$ cat src/rtl/tetris_board_renderer.sv
// Pixel source for the TMDS encoders: draws a 10x20 Tetris playfield with a border, three-cycle latency.
// Optional build macro GRID_LINES_EN adds per-cell grid/bevel lines on the playfield.
module tetris_board_renderer #(
  parameter int          BOARD_X0   = 240,
  parameter int          BOARD_Y0   = 80,
  parameter int          CELL_LOG2  = 4,
  parameter int          BORDER_PX  = 4,
  parameter logic [23:0] BORDER_RGB = 24'h808080
) (
  input  logic       pixclk,
  input  logic       rst,
  input  logic       vde_in,
  input  logic [1:0] cd_in,
  input  logic [9:0] x_in,
  input  logic [9:0] y_in,
  input  logic       wr_en,
  input  logic [3:0] wr_col,
  input  logic [4:0] wr_row,
  input  logic [2:0] wr_color,
  input  logic       clr_en,
  output logic       wr_ready,
  output logic [7:0] r_out,
  output logic [7:0] g_out,
  output logic [7:0] b_out,
  output logic       vde_out,
  output logic [1:0] cd_out
);

  localparam int CELL = 1 << CELL_LOG2;
  localparam logic [10:0] BX_LO = 11'(BOARD_X0);
  localparam logic [10:0] BX_HI = 11'(BOARD_X0 + 10 * CELL);
  localparam logic [10:0] BY_LO = 11'(BOARD_Y0);
  localparam logic [10:0] BY_HI = 11'(BOARD_Y0 + 20 * CELL);
  localparam logic [10:0] OX_LO = 11'(BOARD_X0 - BORDER_PX);
  localparam logic [10:0] OX_HI = 11'(BOARD_X0 + 10 * CELL + BORDER_PX);
  localparam logic [10:0] OY_LO = 11'(BOARD_Y0 - BORDER_PX);
  localparam logic [10:0] OY_HI = 11'(BOARD_Y0 + 20 * CELL + BORDER_PX);

  logic [10:0] x_ext, y_ext;
  logic        board_c, outer_c, border_c;
  logic [3:0]  col_c;
  logic [4:0]  row_c;

  logic       vde_s1, board_s1, border_s1;
  logic [1:0] cd_s1;
  logic [3:0] col_s1;
  logic [4:0] row_s1;
  logic       vde_s2, border_s2;
  logic [1:0] cd_s2;
  logic [2:0] idx_s2;
  logic [23:0] rgb_c;

  logic [2:0] cells [20][10];

`ifdef GRID_LINES_EN
  localparam logic [10:0] CELL_MASK = 11'(CELL - 1);
  logic edge_c, edge_s1, edge_s2, board_s2;
`endif

  function automatic logic [23:0] palette(input logic [2:0] idx);
    case (idx)
      3'd1:    palette = 24'h00FFFF;
      3'd2:    palette = 24'hFFFF00;
      3'd3:    palette = 24'hA000F0;
      3'd4:    palette = 24'h00FF00;
      3'd5:    palette = 24'hFF0000;
      3'd6:    palette = 24'h0000FF;
      3'd7:    palette = 24'hFF8000;
      default: palette = 24'h000000;
    endcase
  endfunction

  // No active pixel anywhere in the pipeline, so a cell update cannot tear.
  assign wr_ready = ~vde_in & ~vde_s1 & ~vde_s2;

  always_comb begin
    x_ext    = {1'b0, x_in};
    y_ext    = {1'b0, y_in};
    board_c  = (x_ext >= BX_LO) && (x_ext < BX_HI) && (y_ext >= BY_LO) && (y_ext < BY_HI);
    outer_c  = (x_ext >= OX_LO) && (x_ext < OX_HI) && (y_ext >= OY_LO) && (y_ext < OY_HI);
    border_c = outer_c & ~board_c;
    col_c    = 4'((x_ext - BX_LO) >> CELL_LOG2);
    row_c    = 5'((y_ext - BY_LO) >> CELL_LOG2);
`ifdef GRID_LINES_EN
    edge_c   = (((x_ext - BX_LO) & CELL_MASK) == 11'd0) || (((y_ext - BY_LO) & CELL_MASK) == 11'd0);
`endif
  end

  always_ff @(posedge pixclk or posedge rst) begin
    if (rst) begin
      for (int r = 0; r < 20; r++)
        for (int c = 0; c < 10; c++)
          cells[r][c] <= 3'd0;
    end else if (wr_ready && clr_en) begin
      for (int r = 0; r < 20; r++)
        for (int c = 0; c < 10; c++)
          cells[r][c] <= 3'd0;
    end else if (wr_ready && wr_en && (wr_col <= 4'd9) && (wr_row <= 5'd19)) begin
      cells[wr_row][wr_col] <= wr_color;
    end
  end

  always_ff @(posedge pixclk or posedge rst) begin
    if (rst) begin
      vde_s1    <= 1'b0;
      cd_s1     <= 2'b00;
      board_s1  <= 1'b0;
      border_s1 <= 1'b0;
      col_s1    <= 4'd0;
      row_s1    <= 5'd0;
      vde_s2    <= 1'b0;
      cd_s2     <= 2'b00;
      border_s2 <= 1'b0;
      idx_s2    <= 3'd0;
      vde_out   <= 1'b0;
      cd_out    <= 2'b00;
      r_out     <= 8'd0;
      g_out     <= 8'd0;
      b_out     <= 8'd0;
    end else begin
      vde_s1    <= vde_in;
      cd_s1     <= cd_in;
      board_s1  <= board_c;
      border_s1 <= border_c;
      col_s1    <= col_c;
      row_s1    <= row_c;
      vde_s2    <= vde_s1;
      cd_s2     <= cd_s1;
      border_s2 <= border_s1;
      idx_s2    <= board_s1 ? cells[row_s1][col_s1] : 3'd0;
      vde_out   <= vde_s2;
      cd_out    <= cd_s2;
      {r_out, g_out, b_out} <= rgb_c;
    end
  end

`ifdef GRID_LINES_EN
  always_ff @(posedge pixclk or posedge rst) begin
    if (rst) begin
      edge_s1  <= 1'b0;
      edge_s2  <= 1'b0;
      board_s2 <= 1'b0;
    end else begin
      edge_s1  <= edge_c;
      edge_s2  <= edge_s1;
      board_s2 <= board_s1;
    end
  end
`endif

  // Border and board regions never overlap; blanking overrides everything.
  always_comb begin
    rgb_c = palette(idx_s2);
`ifdef GRID_LINES_EN
    if (board_s2 && edge_s2)
      rgb_c = (idx_s2 == 3'd0) ? 24'h303030 : ((rgb_c >> 1) & 24'h7F7F7F);
`endif
    if (border_s2)
      rgb_c = BORDER_RGB;
    if (!vde_s2)
      rgb_c = 24'h000000;
  end

endmodule

$ cat config.mk
export PLATFORM = sky130hd
export DESIGN_NAME = tetris_board_renderer
export DESIGN_NICKNAME = d
export VERILOG_FILES = /design/src/rtl/tetris_board_renderer.sv
export SDC_FILE = /design/constraint.sdc
export NUM_CORES = 2
export LEC_CHECK = 0
export ABC_AREA = 1
export CELL_PAD_IN_SITES_DETAIL_PLACEMENT = 1
export CELL_PAD_IN_SITES_GLOBAL_PLACEMENT = 1
export CORE_UTILIZATION = 35
export DETAILED_ROUTE_END_ITERATION = 8
export GPL_TIMING_DRIVEN = 0
export PLACE_DENSITY = 0.73
export SYNTH_ARGS = -nofsm -noshare
export SYNTH_HDL_FRONTEND = slang
export SYNTH_SLANG_ARGS = --single-unit
$ cat constraint.sdc
create_clock -name pixclk -period 20.3 [get_ports pixclk]
set_clock_uncertainty 0.2 [all_clocks]
set_input_delay 4.06 -clock pixclk [delete_from_list [all_inputs] [get_ports pixclk]]
set_output_delay 4.06 -clock pixclk [all_outputs]
set_load 0.1 [all_outputs]
# After elaboration in Yosys (flattened, before gate mapping)
# Index checks and enable logic that the tools add are counted.
# totals
word_cells	281
in_bits	39
output_inout_bits	28
ff_bits	648
# classes
bitwise	11
n_mux	17
addsub	2
n_lt_le_gt_ge	16
n_reduce_logical	13
n_eq_ne	7
# ops
operator	count
$mux 600	2
$bwmux 600	1
$pmux 24 s7	1
$bmux 30 s5	1
$demux 30 s5	1
$mux 30	3
$mux 24	2
$lt 10x9->1 const B	4
$ge 10x7->1 const B	2
$ge 10x8->1 const B	2
$bmux 3 s4	1
$demux 3 s4	1
$eq 3x3->1 const B	4
$ge 6x6->1 const B	2
$logic_and 1x1->1	12
$mux 3	4
$not 5->6	2
$ge 5x5->1 const B	2
$not 4->5	2
$sub 9x7->9 const B	1
$sub 8x8->8 const B	1
$eq 3x2->1 const B	2
$lt 6x1->1 const B	1
$le 5x5->1 const B	1
other kinds (6)	11

# Longest topological paths before layout
# logic_depth
word_depth	10
mapped_depth	16
depth_no_buf	15

# Least setup slack after synthesis
# OpenSTA, ideal clock, no wires.
# synth_path
path_type	input -> output
startpoint	input port vde_in
endpoint	output port wr_ready
setup_slack_ps	10745
arrival_time_ps	5295
stages	1
required_time_ps	16040
path_buffers	0
cell_sequence	nor3_2
# synth_between
elab_chain_len	3
# synth_rtl
element	line_no	text
start, declared	12	input logic vde_in,
$not 1->1	74	assign wr_ready = ~vde_in & ~vde_s1 & ~vde_s2;
$and 1x1->1 (2 in a row)	74	
end, declared	21	output logic wr_ready,
# No other way between the ends.

# Final worst setup path
# Same ends and word-level chain as after synthesis.

==> run metrics <==
status=finished with violations; failing checks=DRC, capacitance limit, slew limit; share of cells above drive strength 1=6.976%; GRT overflow=0; Cells after Synth=4,135; synthesized net count=4,180; clock buffer depth=3; hold depth=0; H-tree Lvls=3; residual DRC count=4; met1 Use GR=49.77%; vias per inst=6.146; RSZ-0062 raised after global routing=false; busiest grt layer=met2; Final Max Slew Viols=110; post-synthesis cell type count=36; area leader, netlist=dfrtp_1; TritonCTS clock tree=yes; Iter 0 DRT Violations=4,784; Clock Latency Late Sink=0.65 ns; Sink Count=632; Hold WS=0.1458 ns; P per Cell Area=88.07 nW/um^2; post-route minimum period=10.65 ns; GR Util met2=54.46%; GRT Util Overall=38.71%; Leak=16.73 nW; Critical Path Sink Type=output pin; Synth Area per Inst=7.600 sq um; drt total wl=176,800 um; fillers=10,920; worst-path maximum fanout=3; Worst Tran Pin Value=1.619 ns; Hold EP=cd_s2[1]; post-CTS sizing=0; Hold/Removal Path Class=reg -> reg; number of global-route vias before repair=33,550; Final TNS setup=0 ns; setup bufs post-CTS=0; Final Hold Fails=0; Placer Congestion=1.062; R2R Setup Slk=15.87 ns; Final nets=4,343; P&R area growth vs syn=16.49%; first-pass detailed-route iteration total=8; met3 Use GR=12.47%; Peak Freq=0.09390 GHz; clock root cell=clkbuf_16; top area cells in the synthesized netlist=dfrtp_1 (50%), nand2_1 (14%), o21ai_0 (9.6%); hold path start=cd_s1[1]; worst reg-to-reg path cell count=13; first-pass GRT wire length=248,100 um; CTS Buf Count=77; initial antenna violation count=11; max-cap check violation count=11; largest net degree at the start of global routing=43; # IOs=67; kind of critical path=in -> out; arrival time at the worst endpoint=6.39 ns; final setup vio count=0; sequential element share of the synthesized area=50.33%; CP Launch Type=primary input; initial core utilization=35.45%; IR Drop Worst-Case VDD=53.15 uV; Die Width=301.6 um; via count=33,980; Die Y=301.6 um; Reg clk slew, reported paths=0.05 ns; Die ar.=90,990 sq um; core area=88,650 sq um; FF+latch count, synth=632; max_slew headroom=-7.916%; Final ANT Viol Nets=0; worst r2r src=row_s1[0]; FP Rows=109; hold buffers post-CTS=0; Synth top area share=50.33%; post-DR wirelength/cell=31.98 um; RR Endpoint=idx_s2[2]; DP HPWL=123,200 um; Buffers on Ports=64; final critical-path share of the clock period=52.46%; Mapped Area=31,430 sq um; synthesis warning total=0; Critical Path RT=16.04 ns
## report_power, final
group          switching (mW)  leakage [nW]  internal (mW)  total [mW]
clock network           0.605          1.30          0.891        1.50
logic                   0.358          6.66         0.0849       0.442
registers             0.00866          8.77           1.28        1.29
## cell families (layout without fill, tap and decap cells)
kind of cell | Yosys count | in the layout | synth area share, %
flops | 632 | 632 | 50.33
fa+ha+maj | 6 | 6 | 0.2389
compound gates | 1034 | 1034 | 17.61
simple gates | 1851 | 1851 | 23.64
xor+xnor | 5 | 5 | 0.1393
other cells | 0 | 5 | 0
buf+inv | 607 | 830 | 8.039
## cell usage in the layout (no fill, tap or decap), drive strengths merged, types with 5 or more instances in the layout
cell / Yosys / final
a21oi: 170 / 170
a31oi: 5 / 5
buf: 163 / 183
bufinv: 0 / 9
clkbuf: 110 / 223
clkdlybuf4s50: 0 / 64
clkinv: 4 / 16
dfrtp: 632 / 632
diode: 0 / 5
ha: 6 / 6
inv: 330 / 331
nand2: 1211 / 1211
nand3: 296 / 296
nand4: 10 / 10
nor2: 316 / 316
nor3: 12 / 12
o211ai: 51 / 51
o21ai: 638 / 638
o22ai: 162 / 162
## state kept, by name, summed over array words and instances (netlist names)
register / cells
g_out: 2
board_s1: 1
cells: 600
vde_s2: 1
vde_out: 1
b_out: 3
row_s1: 5
vde_s1: 1
idx_s2: 3
cd_s1: 2
cd_s2: 2
col_s1: 4
cd_out: 2
r_out: 3
border_s2: 1
border_s1: 1
## per-stage QoR
stage / utilization [%] / cell area (sq um) / power [mW] / worst slack (ns) / std cells
4_1_cts: 41.24 / 36560 / 3.192 / 9.555 / 5522
5_1_grt: 41.28 / 36600 / 3.268 / 9.508 / 5523
6_report: 41.30 / 36610 / 3.224 / 9.650 / 5528
3_3_place_gp: 37.82 / 33530 / 1.712 / 2.768 / 5364
3_5_place_dp: 38.25 / 33910 / 1.720 / 9.564 / 5383
2_1_floorplan: - / 31430 / 1.509 / 7.409 / 4135
## worst max-delay path: stages
cell             delay, ns
clkdlybuf4s50_1       0.44
nor3_2                0.62
clkdlybuf4s50_1       1.26
## cell type report
class / instances / area, sq um / area share [%]
sequential: 632 / 15820 / 43.20
buffer: 273 / 1277 / 3.490
clock buffer: 113 / 2275 / 6.214
clock inverter: 26 / 377.9 / 1.032
inverter: 334 / 1257 / 3.435
multi-input combinational: 2896 / 13100 / 35.77
timing repair buffer: 84 / 1039 / 2.837
antenna: 5 / 12.51 / 0.03418
tap: 1165 / 1458 / 3.982
## worst max-delay path by stage
| stage | start | end | cells after the start |
|---|---|---|---|
| floorplan | rst | b_out[3] | 1 |
| global placement | rst | cells[186] | 2 |
| detailed placement | vde_in | wr_ready | 3 |
| CTS | vde_in | wr_ready | 3 |
| global route | vde_in | wr_ready | 3 |
| finish | vde_in | wr_ready | 3 |
## metal layers
metal / routed length (um) / up-vias
met5: 47 / -
met4: 15460 / 8
met3: 22080 / 719
met2: 71480 / 2386
met1: 67700 / 16950
li1: - / 13920
## Yosys cell counts, drive strengths merged
| cell type | instances |
|---|---|
| nand2 | 1211 |
| inv | 330 |
| o21a | 2 |
| dfrtp | 632 |
| o211ai | 51 |
| nor4 | 1 |
| o21ai | 638 |
| buf | 163 |
| a211oi | 1 |
| clkinv | 4 |
| a21oi | 170 |
| xor2 | 4 |
| a21boi | 1 |
| nor2 | 316 |
| a31oi | 5 |
| or2 | 4 |
| o31ai | 2 |
| nand4 | 10 |
| a221o | 1 |
| clkbuf | 110 |
| xnor2 | 1 |
| ha | 6 |
| nor3 | 12 |
| nand3 | 296 |
| nor4b | 1 |
| o22ai | 162 |
| o311ai | 1 |
No activity file was read; power rests on OpenSTA's default activity.
